## config.mk

```make
export PLATFORM = sky130hd
export DESIGN_NAME = mem_dma
export DESIGN_NICKNAME = d
export VERILOG_FILES = /design/src/rtl/mem_dma_pkg.sv /design/src/rtl/mem_dma_obuf.sv /design/src/rtl/mem_dma.sv
export SDC_FILE = /design/constraint.sdc
export NUM_CORES = 1
export LEC_CHECK = 0
export CORE_MARGIN = 2
export CORE_UTILIZATION = 48
export DETAILED_ROUTE_END_ITERATION = 16
export PLACE_DENSITY_LB_ADDON = 0.3
export SYNTH_ARGS = -nofsm -noshare
export SYNTH_HDL_FRONTEND = slang
export SYNTH_HIERARCHICAL = 1
export SYNTH_SLANG_ARGS = --single-unit
```

## constraint.sdc

```tcl
create_clock -name clk -period 3.6 [get_ports clk]
set_input_delay 0.72 -clock clk [delete_from_list [all_inputs] [get_ports clk]]
set_output_delay 0.72 -clock clk [all_outputs]
set_load 0.005 [all_outputs]
```

## src/rtl/mem_dma_pkg.sv

```systemverilog
// Shared definitions for the mem_dma block-transfer engine:
// state encoding, transfer direction and address-width derivation.
package mem_dma_pkg;

    typedef enum logic [1:0] {
        ST_IDLE = 2'd0,
        ST_WR   = 2'd1,
        ST_RD   = 2'd2,
        ST_DONE = 2'd3
    } state_t;

    localparam logic DIR_WR = 1'b0;
    localparam logic DIR_RD = 1'b1;

    // Address width for a memory of n words; never narrower than one bit.
    function automatic int aw_of(input int n);
        return (n > 1) ? $clog2(n) : 1;
    endfunction

endpackage

```

## src/rtl/mem_dma_obuf.sv

```systemverilog
// Two-entry output FIFO for the read direction. The space flag counts a read
// already issued to the memory so the buffer can never be overrun.
module mem_dma_obuf #(
    parameter int NBDATA = 32
) (
    input  logic              clk,
    input  logic              rst,
    input  logic              push,
    input  logic [NBDATA-1:0] push_data,
    input  logic              inflight,
    input  logic              m_ready,
    output logic              m_valid,
    output logic [NBDATA-1:0] m_data,
    output logic              space,
    output logic              pop
);

    logic [1:0]        count_r;
    logic [1:0]        count_nxt_s;
    logic [NBDATA-1:0] head_r;
    logic [NBDATA-1:0] tail_r;
    logic [NBDATA-1:0] head_nxt_s;
    logic [NBDATA-1:0] tail_nxt_s;
    logic              valid_r;
    logic [2:0]        occ_s;

    assign pop     = valid_r & m_ready;
    assign occ_s   = {1'b0, count_r} + {2'b00, inflight} - {2'b00, pop};
    assign space   = (occ_s < 3'd2);
    assign m_valid = valid_r;
    assign m_data  = head_r;

    // Next FIFO contents; the head register doubles as the stream-out data.
    always_comb begin
        count_nxt_s = count_r;
        head_nxt_s  = head_r;
        tail_nxt_s  = tail_r;
        case ({push, pop})
            2'b10: begin
                count_nxt_s = count_r + 2'd1;
                if (count_r == 2'd0) begin
                    head_nxt_s = push_data;
                end else begin
                    tail_nxt_s = push_data;
                end
            end
            2'b01: begin
                count_nxt_s = count_r - 2'd1;
                head_nxt_s  = tail_r;
            end
            2'b11: begin
                if (count_r == 2'd2) begin
                    head_nxt_s = tail_r;
                    tail_nxt_s = push_data;
                end else begin
                    head_nxt_s = push_data;
                end
            end
            default: begin
                count_nxt_s = count_r;
            end
        endcase
    end

    // FIFO storage and registered valid flag.
    always_ff @(posedge clk) begin
        if (rst) begin
            count_r <= 2'd0;
            head_r  <= '0;
            tail_r  <= '0;
            valid_r <= 1'b0;
        end else begin
            count_r <= count_nxt_s;
            head_r  <= head_nxt_s;
            tail_r  <= tail_nxt_s;
            valid_r <= (count_nxt_s != 2'd0);
        end
    end

endmodule

```

## src/rtl/mem_dma.sv

```systemverilog
// Block-transfer engine in front of the data memory: passes processor
// accesses through when idle, otherwise streams a block in or out.
module mem_dma
    import mem_dma_pkg::*;
#(
    parameter int NADDRE = 8,
    parameter int NBDATA = 32,
    parameter int AW     = aw_of(NADDRE)
) (
    input  logic              clk,
    input  logic              rst,
    input  logic              cpu_wr,
    input  logic [AW-1:0]     cpu_addr_w,
    input  logic [AW-1:0]     cpu_addr_r,
    input  logic [NBDATA-1:0] cpu_data_in,
    output logic              cpu_busy,
    input  logic              start,
    input  logic              dir,
    input  logic [AW-1:0]     base,
    input  logic [AW:0]       len,
    output logic              done,
    input  logic              s_valid,
    input  logic [NBDATA-1:0] s_data,
    output logic              s_ready,
    output logic              m_valid,
    output logic [NBDATA-1:0] m_data,
    input  logic              m_ready,
    output logic              mem_wr,
    output logic [AW-1:0]     mem_addr_w,
    output logic [AW-1:0]     mem_addr_r,
    output logic [NBDATA-1:0] mem_data_in,
    input  logic [NBDATA-1:0] mem_data_out
);

    localparam logic [AW:0]   ONE_W   = {{AW{1'b0}}, 1'b1};
    localparam logic [AW+1:0] NWORDS_W = NADDRE[AW+1:0];

    // (b + idx) mod NADDRE; idx < NADDRE so one conditional subtract suffices.
    function automatic logic [AW-1:0] wrap_addr(input logic [AW-1:0] b, input logic [AW:0] idx);
        logic [AW+1:0] sum;
        sum = {2'b00, b} + {1'b0, idx};
        if (sum >= NWORDS_W) begin
            sum = sum - NWORDS_W;
        end else begin
            sum = sum;
        end
        return sum[AW-1:0];
    endfunction

    state_t        state_r;
    state_t        state_nxt_s;
    logic [AW-1:0] base_r;
    logic [AW:0]   len_r;
    logic [AW:0]   i_r;
    logic [AW:0]   j_r;
    logic          inflight_r;
    logic          busy_r;
    logic          done_r;
    logic          s_ready_r;
    logic [AW-1:0] addr_s;
    logic          wr_acc_s;
    logic          issue_s;
    logic          pop_s;
    logic          space_s;

    assign addr_s   = wrap_addr(base_r, i_r);
    assign wr_acc_s = (state_r == ST_WR) && s_valid && s_ready_r;
    assign issue_s  = (state_r == ST_RD) && (i_r < len_r) && space_s;

    assign cpu_busy = busy_r;
    assign done     = done_r;
    assign s_ready  = s_ready_r;

    mem_dma_obuf #(.NBDATA(NBDATA)) u_obuf (
        .clk       (clk),
        .rst       (rst),
        .push      (inflight_r),
        .push_data (mem_data_out),
        .inflight  (inflight_r),
        .m_ready   (m_ready),
        .m_valid   (m_valid),
        .m_data    (m_data),
        .space     (space_s),
        .pop       (pop_s)
    );

    // Next-state logic; the last word is the one whose index equals len-1.
    always_comb begin
        state_nxt_s = state_r;
        case (state_r)
            ST_IDLE: begin
                if (start) begin
                    if (len == '0) begin
                        state_nxt_s = ST_DONE;
                    end else begin
                        state_nxt_s = (dir == DIR_RD) ? ST_RD : ST_WR;
                    end
                end else begin
                    state_nxt_s = ST_IDLE;
                end
            end
            ST_WR: begin
                if (wr_acc_s && (i_r == len_r - ONE_W)) begin
                    state_nxt_s = ST_DONE;
                end else begin
                    state_nxt_s = ST_WR;
                end
            end
            ST_RD: begin
                if (pop_s && (j_r == len_r - ONE_W)) begin
                    state_nxt_s = ST_DONE;
                end else begin
                    state_nxt_s = ST_RD;
                end
            end
            ST_DONE: state_nxt_s = ST_IDLE;
            default: state_nxt_s = ST_IDLE;
        endcase
    end

    // Memory port steering: processor pass-through only while idle.
    always_comb begin
        mem_wr      = 1'b0;
        mem_addr_w  = addr_s;
        mem_addr_r  = cpu_addr_r;
        mem_data_in = s_data;
        case (state_r)
            ST_IDLE: begin
                mem_wr      = cpu_wr;
                mem_addr_w  = cpu_addr_w;
                mem_data_in = cpu_data_in;
            end
            ST_WR:   mem_wr = wr_acc_s;
            ST_RD:   mem_addr_r = addr_s;
            default: mem_wr = 1'b0;
        endcase
    end

    // State, handshake flags and transfer counters.
    always_ff @(posedge clk) begin
        if (rst) begin
            state_r    <= ST_IDLE;
            busy_r     <= 1'b0;
            done_r     <= 1'b0;
            s_ready_r  <= 1'b0;
            base_r     <= '0;
            len_r      <= '0;
            i_r        <= '0;
            j_r        <= '0;
            inflight_r <= 1'b0;
        end else begin
            state_r    <= state_nxt_s;
            busy_r     <= (state_nxt_s != ST_IDLE) || (state_r == ST_DONE);
            done_r     <= (state_nxt_s == ST_DONE);
            s_ready_r  <= (state_nxt_s == ST_WR);
            inflight_r <= issue_s;
            if (state_r == ST_IDLE) begin
                if (start) begin
                    base_r <= base;
                    len_r  <= len;
                end
                i_r <= '0;
                j_r <= '0;
            end else begin
                if (wr_acc_s || issue_s) begin
                    i_r <= i_r + ONE_W;
                end
                if (pop_s) begin
                    j_r <= j_r + ONE_W;
                end
            end
        end
    end

endmodule

```

==> reports/metrics.csv <==
stage,metric,value,unit
outcome,status,"complete, no violations",
floorplanning,Chip Width,104,um
setup_path,critical path launch point type,flip-flop,
setup_path,endpoint type of the worst setup path,output port,
detailed_routing,total wire length,13.3,mm
finish,Final Core Density,70.9,%
placed_design,RD Place Congestion,0.844,
floorplanning,Initial Util,49.5,%
logic_synthesis,number of flops mapped to enable cells by yosys,0,
timing,worst slew pin tran,800,ps
finish,fraction of layout cells with a size suffix above 1,22.7,%
grt,number of global-route vias before repair,4398,
power_and_ir_drop,pwr/cell area,366,nW/um^2
power_and_ir_drop,combinational share of power,28.1,%
detailed_routing,Iter 0 DRT Violations,223,
timing,unrepaired setup endpoints after global routing,no,
clocking,CTS tree,built,
finish,# nets final,798,
clocking,CTS HTree Levels,3,
logic_synthesis,Mean Syn Cell Area,9.74,um^2
power_and_ir_drop,LEAKAGE,2.43,nW
detailed_routing,number of remaining DRC errors,0,
logic_synthesis,top_reg_cell synth,dfxtp_1,
clocking,Post-CTS Setup Bufs,0,
clocking,Num CTS Buffers,9,
setup_path,WP data arrival,2390,ps
logic_synthesis,cell count after synthesis,497,
min_path,Hold Crit Class,reg2reg,
logic_synthesis,biggest area consumer among synthesized cells,dfxtp_1,
placed_design,Port Buf Inserts,190,
logic_synthesis,"Async S/R FF share, synth",0,%
power_and_ir_drop,Max IR drop VDD,0.167,mV
detailed_routing,Routed WL per cell,16.4,um
placed_design,post-detail-place hpwl,9.64,mm
detailed_routing,Routed Antenna Nets,0,
run,max cap viols,0,
timing,Setup Viol. Count Final,0,
setup_path,crit path cell chain,ha_1 -> inv_1 -> fa_1 -> xnor2_1 -> xnor2_1 -> o21ai_0 -> clkdlybuf4s50_1,
placed_design,placed insts,792,
logic_synthesis,Synth top area share,36.4,%
setup_path,CP Class,reg2out,
power_and_ir_drop,clock power share,29.9,%
timing,Period minus WS final,3110,ps
min_path,hold_sp,u_obuf/tail_r[29],
grt,GR Util All Layers,24.2,%
timing,Hold Slack,472,ps
timing,Max-slew headroom,46.7,%
clocking,post_cts resized,0,
grt,pin count of the biggest net entering global routing,59,
min_path,Worst Hold Path Cells,2,
power_and_ir_drop,Flop pwr share,41.9,%
clocking,Sink Count,88,
clocking,Clock Latency Late Sink,360,ps
detailed_routing,drt pass-1 iters,4,
setup_path,cell family with most CP delay,buffers and inverters,
setup_path,R2R depth,9,
power_and_ir_drop,Design Power,2.54,mW
floorplanning,Placeable Area,9770,um^2
power_and_ir_drop,switching power,0.703,mW
setup_path,CP bufs+invs,2,
logic_synthesis,syn nets,625,
clocking,hold bufs inserted after CTS,0,
finish,fin cells,809,
floorplanning,FP Rows,36,
detailed_routing,vias after detailed routing,4312,
setup_path,Crit path largest cell delay,530,ps
logic_synthesis,Yosys cell types,49,
floorplanning,DIE HEIGHT,104,um
timing,Pins Over Slew Limit,0,
logic_synthesis,Seq cells post-synth,88,
detailed_routing,post-DR vias/cell,5.33,
timing,Tcrit/Tclk final,86.3,%
clocking,CTS root buf,clkbuf_8,
logic_synthesis,area of the mapped netlist,4840,um^2
timing,final clock skew,6.00,ps
logic_synthesis,sequential fraction of the synthesis area,36.4,%
finish,Layout Area Growth over Synthesis,43.3,%
floorplanning,DIE AREA,10900,um^2
timing,final hold violation count,0,
floorplanning,# IOs,191,
min_path,hold path endpoint,u_obuf/tail_r[29],
power_and_ir_drop,P_int,1.83,mW
setup_path,r2r setup slk,1180,ps
power_and_ir_drop,Net Sw Frac,27.7,%
setup_path,Worst Path Max Fanout,6,
grt,initial antenna violation count,2,
setup_path,worst reg2reg endpoint,i_r[2],
logic_synthesis,synth warn,6,
timing,fmax,0.322,GHz
grt,gr ovfl total,0,
grt,first-pass GRT wire length,21.2,mm
setup_path,WP data required,2880,ps
logic_synthesis,top post-synthesis cells by area,"dfxtp_1 (36%), a221oi_2 (9.3%), mux2_2 (7.9%)",
timing,setup TNS,0,ps
clocking,Clock Pin Slew Worst Setup and Hold Paths,90,ps
setup_path,CP max-delay cell,clkdlybuf4s50_1,
logic_synthesis,Synth top cells by count,"nand2_1 (95), dfxtp_1 (88), nor2_1 (41)",
setup_path,Worst R2R Start,u_obuf/count_r[0],
setup_path,cell mode on critical path,xnor2_1,
logic_synthesis,top-count cell post-synth,nand2_1,
clocking,CTS Buffer Depth,2,
area by class of cell:
type	count	area (um^2)
inverter	13	48.8
timing repair buffer	196	1960
antenna	2	5.00
multi-input combinational	362	2780
tap	133	166
fill	729	2840
sequential	88	1760
clock buffer	9	124
clock inverter	6	93.8
cell usage in the layout, fill, tap and decap left out, drive strengths merged, types with 4 or more instances in the layout:
cell	count
clkbuf	9
nor3	37
mux2	34
a221oi	32
buf	7
xnor2	12
mux2i	6
dfxtp	88
ha	10
o21ai	9
nand2	95
inv	14
a21oi	44
nand4	4
nor2	43
xor2	5
clkdlybuf4s50	189
worst max path at each step:
stage                       start             to  slack (ps)  cells after the start
final                      i_r[0]  mem_addr_r[2]         490                      7
after global routing       i_r[0]  mem_addr_r[2]         410                      7
after CTS                  i_r[0]  mem_addr_r[2]         490                      7
after detailed placement  m_ready         i_r[2]         470                     11
after global placement    m_ready         i_r[2]         630                     11
after floorplan           m_ready         i_r[3]        1250                     10
routing by layer:
metal	share of wire, %	up-vias	wire (um)	track usage, %
met5	0	-	0	0
met4	2.1	0	279	9.94
met3	7.7	17	1030	6.39
met2	52	178	6920	43.1
met1	38	2024	5040	27.2
li1	-	2093	-	-
per-stage QoR:
step | setup slack (ps) | instance area (um^2)
5_1_grt | 409 | 6930
6_report | 493 | 6930
2_1_floorplan | 1250 | 4840
3_5_place_dp | 467 | 6710
3_3_place_gp | 628 | 6710
4_1_cts | 490 | 6930
worst reg2reg max path, cell delays in order, from the launching register on:
cell     delay (ps)
dfxtp_1         590
xnor2_1         170
nand2_1          90
fa_1            390
xnor2_1         130
and2_1          130
nor3b_2         260
nand2_1         100
o21ai_0         260
mux2i_1         230
flip-flops by register name, indices dropped and copies added, names as in the netlist:
name	cells
u_obuf/m_data	32
u_obuf/tail_r	32
i_r	4
j_r	4
len_r	4
base_r	3
state_r	2
u_obuf/count_r	2
cpu_busy	1
done	1
inflight_r	1
s_ready	1
u_obuf/m_valid	1
power groups by stage:
| stage | clock network (mW) | registers, mW | logic, mW |
|---|---|---|---|
| 6_report | 0.759 | 1.06 | 0.714 |
| 5_1_grt | 0.814 | 1.07 | 0.769 |
| 4_1_cts | 0.769 | 1.06 | 0.720 |
| 3_5_place_dp | 0 | 1.09 | 0.715 |
| 3_3_place_gp | 0 | 1.08 | 0.699 |
| 2_1_floorplan | 0 | 1.08 | 0.353 |
cells by family (layout without fill, tap and decap cells):
logic type | Yosys count | after routing | share of synthesized area (%)
AO/OA/AOI/OAI | 98 | 98 | 19.8
XOR/XNOR | 18 | 18 | 3.57
adder cells (fa/ha/maj) | 12 | 12 | 3.41
buffers and inverters | 47 | 224 | 6.23
flip-flops | 88 | 88 | 36.4
multiplexers | 40 | 40 | 9.41
other | 0 | 2 | 0
AND/OR/NAND/NOR | 194 | 194 | 21.2
Note: power is estimated with default switching activity, not from simulation.
